==> config.mk <==
export PLATFORM = sky130hd
export DESIGN_NAME = fifo_wr_arbiter
export DESIGN_NICKNAME = d
export VERILOG_FILES = /design/src/rtl/fifo_wr_arbiter.sv
export SDC_FILE = /design/constraint.sdc
export NUM_CORES = 1
export LEC_CHECK = 0
export ABC_AREA = 1
export BUFFER_PORTS_ARGS = -buffer_cell sky130_fd_sc_hd__buf_2
export CAP_MARGIN = 20
export CORE_MARGIN = 4
export CORE_UTILIZATION = 50
export CTS_BUF_LIST = sky130_fd_sc_hd__clkbuf_16
export CTS_CLUSTER_DIAMETER = 150
export CTS_CLUSTER_SIZE = 30
export DETAILED_ROUTE_END_ITERATION = 7
export GPL_TIMING_DRIVEN = 0
export PLACE_DENSITY = 0.87
export SYNTH_ARGS = -nofsm -noshare
export SYNTH_HDL_FRONTEND = slang
export SYNTH_SLANG_ARGS = --single-unit
==> constraint.sdc <==
create_clock -name clk -period 2.5 [get_ports clk]
set_input_delay 0.375 -clock clk [delete_from_list [all_inputs] [get_ports clk]]
set_output_delay 0.375 -clock clk [all_outputs]
set_load 0.005 [all_outputs]
==> src/rtl/fifo_wr_arbiter.sv <==
// Round-robin arbiter that locks one requester onto a shared async-FIFO write
// port for a whole packet, with a forced release after MAXB words.
//
//   state | meaning
//   IDLE  | no owner; pick next requester round-robin from last_owner+1
//   LOCK  | packet locked to r_owner; words pass while req[owner] & ~wfull
module fifo_wr_arbiter #(
  parameter int N    = 4,
  parameter int DW   = 8,
  parameter int MAXB = 16,
  localparam int OW  = (N > 1) ? $clog2(N) : 1
) (
  input  logic            clk,
  input  logic            reset_b,
  input  logic [N-1:0]    i_req,
  input  logic [N*DW-1:0] i_data,
  input  logic [N-1:0]    i_last,
  input  logic            i_wfull,
  output logic [N-1:0]    o_ack,
  output logic            o_winc,
  output logic [DW-1:0]   o_wdata,
  output logic [OW-1:0]   o_owner,
  output logic            o_busy,
  output logic            o_overrun
);

  typedef enum logic {IDLE = 1'b0, LOCK = 1'b1} state_t;

  state_t        r_state;
  logic [OW-1:0] r_owner;
  logic [OW-1:0] r_last_owner;
  logic [7:0]    r_cnt;
  logic          r_overrun;

  logic [OW-1:0] w_pick;
  logic [OW:0]   w_sum;
  logic          w_winc;
  logic          w_owner_last;
  logic [7:0]    w_cnt_next;
  logic          w_at_max;

  // Scan from farthest to nearest so the nearest requester after last_owner wins.
  always_comb begin
    w_pick = r_last_owner;
    w_sum  = '0;
    for (int k = N; k >= 1; k--) begin
      w_sum = {1'b0, r_last_owner} + (OW+1)'(k);
      if (w_sum >= (OW+1)'(N)) w_sum = w_sum - (OW+1)'(N);
      if (i_req[w_sum[OW-1:0]]) w_pick = w_sum[OW-1:0];
    end
  end

  assign w_winc       = (r_state == LOCK) && i_req[r_owner] && !i_wfull;
  assign w_owner_last = i_last[r_owner];
  assign w_cnt_next   = r_cnt + 8'd1;
  assign w_at_max     = (w_cnt_next == 8'(MAXB));

  always_comb begin
    o_ack = '0;
    if (w_winc) o_ack[r_owner] = 1'b1;
  end

  always_comb begin
    o_wdata = '0;
    if (r_state == LOCK) o_wdata = i_data[int'(r_owner)*DW +: DW];
  end

  assign o_winc    = w_winc;
  assign o_owner   = r_owner;
  assign o_busy    = (r_state == LOCK);
  assign o_overrun = r_overrun;

  always_ff @(posedge clk or negedge reset_b) begin
    if (!reset_b) begin
      r_state      <= IDLE;
      r_owner      <= '0;
      r_last_owner <= OW'(N-1);
      r_cnt        <= '0;
      r_overrun    <= 1'b0;
    end else begin
      r_overrun <= 1'b0;
      case (r_state)
        IDLE: begin
          if (|i_req) begin
            r_owner <= w_pick;
            r_cnt   <= '0;
            r_state <= LOCK;
          end
        end
        LOCK: begin
          if (w_winc) begin
            if (w_owner_last) begin
              r_state      <= IDLE;
              r_last_owner <= r_owner;
            end else if (w_at_max) begin
              // End-of-packet on the MAXBth word takes the branch above, so no overrun then.
              r_state      <= IDLE;
              r_last_owner <= r_owner;
              r_overrun    <= 1'b1;
            end else begin
              r_cnt <= w_cnt_next;
            end
          end
        end
        default: r_state <= IDLE;
      endcase
    end
  end

endmodule

# After elaboration in Yosys (flattened, before gate mapping)
# Index checks and enable logic that the tools add are counted.
[classes]
shift = 1
addsub = 9
n_bitwise = 1
n_eq_ne = 5
reduce_logical = 9
n_lt_le_gt_ge = 10
mux = 40
[ops]
columns = ["op", "n"]
rows = [
  ["$mux W8", 5],
  ["$shiftx A32 B6 Y8", 1],
  ["$mux W2", 10],
  ["$pmux W8 S2", 1],
  ["$lt A2 B3 Y1 const B", 5],
  ["$mux W1", 15],
  ["$bmux W1 S2", 6],
  ["$ge A3 B3 Y1 const B", 4],
  ["$add A8 B1 Y8 const B", 1],
  ["$eq A8 B5 Y1 const B", 1],
  ["$ne A2 B2 Y1 const B", 4],
  ["$sub A2 B1 Y2 const B", 4],
  ["$add A2 B2 Y3 const B", 2],
  ["$mux W4", 1],
  ["$reduce_and A4 Y1", 1],
  ["$reduce_or A4 Y1", 1],
  ["$add A2 B1 Y3 const B", 1],
  ["$add A2 B3 Y3 const B", 1],
  ["$logic_and A1 B1 Y1", 3],
  ["$reduce_and A3 Y1", 1],
  ["$demux W1 S2", 1],
  ["$ge A2 B1 Y1 const B", 1],
  ["$pmux W1 S2", 1],
  ["$reduce_and A2 Y1", 1],
  ["3 further kinds", 3],
]
[word_totals]
output_inout_bits = 17
inputBits = 43
reg_bits = 14
wordCells = 80

# Longest topological paths before layout
[depth]
word_depth = 9
ltp_mapped = 11
mapped_depth_nobuf = 11

# Worst setup path before layout
# Ideal clock, no wire load.
[synth_timing]
path_type = "reg2out"
start = "reg r_owner[1], in the netlist o_owner[1]"
end = "out o_ack[0]"
stages_incl_launch_ff = 7
setup_slack_ns = 0.903
path_buffers = 1
t_required_ns = 2.125
t_arrival_ns = 1.222
path_cell_list = "dfrtp_1 buf_6 nor2_2 nand2_2 nand2_2 o21ai_4 nor3_1"
[synth_via]
elab_chain_len = 5
word_cells_on_any_way = 10
cone_classes = "order compare: 2; mux: 5; reduce/logical: 3"
[synth_lines]
columns = ["element", "line_no", "text"]
rows = [
  ["start, declared", "30", "logic [OW-1:0] r_owner;"],
  ["start signal, assigned", "85", "r_owner <= w_pick;"],
  ["$lt A2 B3 Y1 (implied by the code), or another cell as far along", "60", "if (w_winc) o_ack[r_owner] = 1'b1;"],
  ["$logic_and A1 B1 Y1 (implied by the code) or $mux W1 (tied branches)", "60, 53", ""],
  ["$mux W1 (implied by the code) or $logic_and A1 B1 Y1 (tied branches)", "60, 53", ""],
  ["$demux W1 S2 or $logic_and A1 B1 Y1 (tied branches)", "60, 53", ""],
  ["$mux W4 *", "60", ""],
  ["end, declared", "19", "output logic [N-1:0] o_ack,"],
]
# Mark *: on every way between the ends. The rest lies on a longest branch, timed or not. The select of a mux whose other input is x is not followed.

# Final worst setup path
# Same ends and word-level chain as after synthesis.

==> results.tsv <==
stage	metric	value	unit
placed_design	portBuffers	59	
layout	final_nets	305	
layout	drive_gt1_frac	0.317	
power	vdd_ir_drop_max	0.723	mV
timing	finalCritPeriodShare	0.837	
timing	skew	1.20	ps
placed_design	gp_congestion	0.887	
clock_network	clk_latency	240	ps
drt	drc	0	
layout	postLayoutCellArea	0.00168	mm^2
timing	finalMaxSlewViolations	0	
synthesis	synth-edff-count	0	
layout	final_common_cell	nand2_1	
timing	setup_viol	0	
timing	hold_violations	0	
power	sw_frac_of_total	0.471	
floorplan	start_util	0.518	
job	maxCapViolCount	0	
floorplan	dieArea	0.00342	mm^2
power	seqPwrFrac	0.205	
synthesis	syn_area	0.00127	mm^2
power	internal_power	899	uW
power	clockPowerShare	0.177	
synthesis	synth_cell_types	33	
clock_network	cts.repair.resized	0	
drt	postRouteAntennaNets	0	
drt	drtIter0Drc	78	
clock_network	clock_sinks	14	
placed_design	placed_cell_area	0.00161	mm^2
global_routing	grt.total_usage	0.218	
floorplan	io_pins	60	
floorplan	rows	18	
drt	viasPerCell	5.04	
timing	tightestPinTransition	434	ps
clock_network	clkTransAtPathRegs	50	ps
synthesis	synth-async-reset-ratio	1.00	
synthesis	ys_top_cells_by_area	dfrtp_1, nand2_1, nand3_1	
power	powerDensity	1010	mW/mm^2
power	p_leak	0.000926	uW
synthesis	ys_ff_latch	14	
timing	slew_headroom	0.711	
floorplan	die_x	58.4	um
setup_path	cp.required	2120	ps
timing	min_period	2090	ps
power	pwr-share-comb	0.617	
setup_path	r2r-end	o_busy	
synthesis	yosysWarningCount	0	
placed_design	dp.final_hpwl	2.82	mm
clock_network	ctsHoldBuffers	0	
layout	n_fill_cell	251	
drt	dr.pass1.iters	4	
global_routing	overflow	0	
timing	fmax	478	MHz
synthesis	ys_seq_area_frac	0.277	
synthesis	synth.avg_cell_area	6.49	um^2
clock_network	htree_num_levels	1	
global_routing	grt_antenna_before_repair	0	
global_routing	grt_pass1_vias	1360	
clock_network	tritoncts	built	
global_routing	grt_pass1_wl	5.92	mm
timing	rsz0062_at_grt	false	
synthesis	synth_top_area_share	0.236	
floorplan	core_area	0.00245	mm^2
setup_path	reg2reg_from	r_cnt[0]	
clock_network	root_buffer	clkbuf_16	
drt	routed_wl	3.54	mm
drt	vias	1456	
global_routing	grt_start_max_net_pins	15	
outcome	status	finished clean	
synthesis	synth_nets	241	
clock_network	cts_setup_buffers	0	
hold_path	min_path_type	input port to async pin	
synthesis	syn_inst	196	
setup_path	cp-end-kind	output pin	
setup_path	startpoint_type	flop	
layout	antenna_cells	0	
clock_network	clock_path_buffers	2	
synthesis	synth_flop_cell	dfrtp_1	
power	power.switching	800	uW
layout	layout_common_cells	nand2_1, buf_2, inv_1, nand3_1, nor2_1	
setup_path	arrival	1720	ps
synthesis	synth_top_area_cell	dfrtp_1	
setup_path	worst-setup-path-type	flop to output pin	
setup_path	reg2reg_depth	11	
setup_path	crit_path_max_fanout	10	
clock_network	numCtsBuffers	3	
layout	area_growth	32.4	%
setup_path	rrSetupSlack	750	ps
setup_path	critPathLaunch	o_owner[1]	
floorplan	die_y	58.4	um
drt	wl_per_cell	12.2	um
timing	fin_tns_setup	0	ps
[metrics by stage]
step | hold WS, ps | util | std cells | total power (uW) | worst slack [ps]
floorplan | 79.4 | - | 196 | 1080 | 903
global placement | 285 | 0.654 | 285 | 1380 | 661
detailed placement | 284 | 0.654 | 285 | 1400 | 656
CTS | 24.7 | 0.686 | 289 | 1710 | 391
global route | 42.8 | 0.686 | 289 | 1870 | 227
finish | 18.6 | 0.686 | 289 | 1700 | 407
[registers in the layout, indices dropped and copies added (netlist names)]
name	count
r_cnt	8
o_owner	2
r_last_owner	2
o_busy	1
o_overrun	1
[power groups by stage]
| stage | Clock, uW | Sequential [uW] | Combinational, uW |
|---|---|---|---|
| 6_report | 301 | 349 | 1050 |
| 5_1_grt | 317 | 360 | 1190 |
| 4_1_cts | 305 | 348 | 1060 |
| 3_5_place_dp | 0 | 352 | 1050 |
| 3_3_place_gp | 0 | 351 | 1030 |
| 2_1_floorplan | 0 | 344 | 733 |
[worst max-delay path by stage]
stage	endpoint	cells after the start
after floorplan	o_ack[0]	6
after global placement	o_ack[0]	7
after detailed placement	o_ack[0]	7
after CTS	o_ack[0]	7
after global routing	o_ack[1]	7
final	o_ack[0]	7
[final cells by class]
| type | instances | area [um^2] | area share |
|---|---|---|---|
| Multi-Input combinational cell | 155 | 802 | 0.476 |
| Clock buffer | 3 | 75.1 | 0.0446 |
| Sequential cell | 14 | 353 | 0.210 |
| Timing Repair Buffer | 59 | 295 | 0.175 |
| Buffer | 2 | 16.3 | 0.00966 |
| Inverter | 25 | 101 | 0.0602 |
| Tap cell | 30 | 37.5 | 0.0223 |
| Clock inverter | 1 | 3.75 | 0.00223 |
[critical path, cell delays in order (launching register included)]
cell and delay [ps]:
dfrtp_1 380, buf_6 150, nor2_2 350, nand2_2 80
nand2_2 110, o21ai_4 110, nor3_1 150, buf_2 140
[per-layer routing]
| metal | share of wire | track usage | routed length [um] |
|---|---|---|---|
| met3 | 0.11 | 0.0548 | 373 |
| met2 | 0.47 | 0.394 | 1660 |
| met5 | 0 | 0 | 0 |
| met4 | 0.0071 | 0.0397 | 25 |
| met1 | 0.42 | 0.262 | 1480 |
[cells by family (layout without fill, tap and decap cells)]
kind of cell / count (synthesis) / count (layout) / share of synthesized area
flip-flops: 14 / 14 / 0.277
XOR/XNOR: 1 / 1 / 0.00688
adder cells (fa/ha/maj): 2 / 2 / 0.0197
buffers and inverters: 27 / 90 / 0.0924
AO/OA/AOI/OAI: 29 / 29 / 0.165
AND/OR/NAND/NOR: 123 / 123 / 0.439
[cells in the mapped netlist, drive strengths merged (3+ instances only)]
cell type,instances
a22oi,8
a21oi,4
nand3,20
nand2,78
dfrtp,12
nor3,4
nor2,18
o21ai,6
inv,23
a31oi,8
nand4,3
Power figures use the tool's default switching activity.
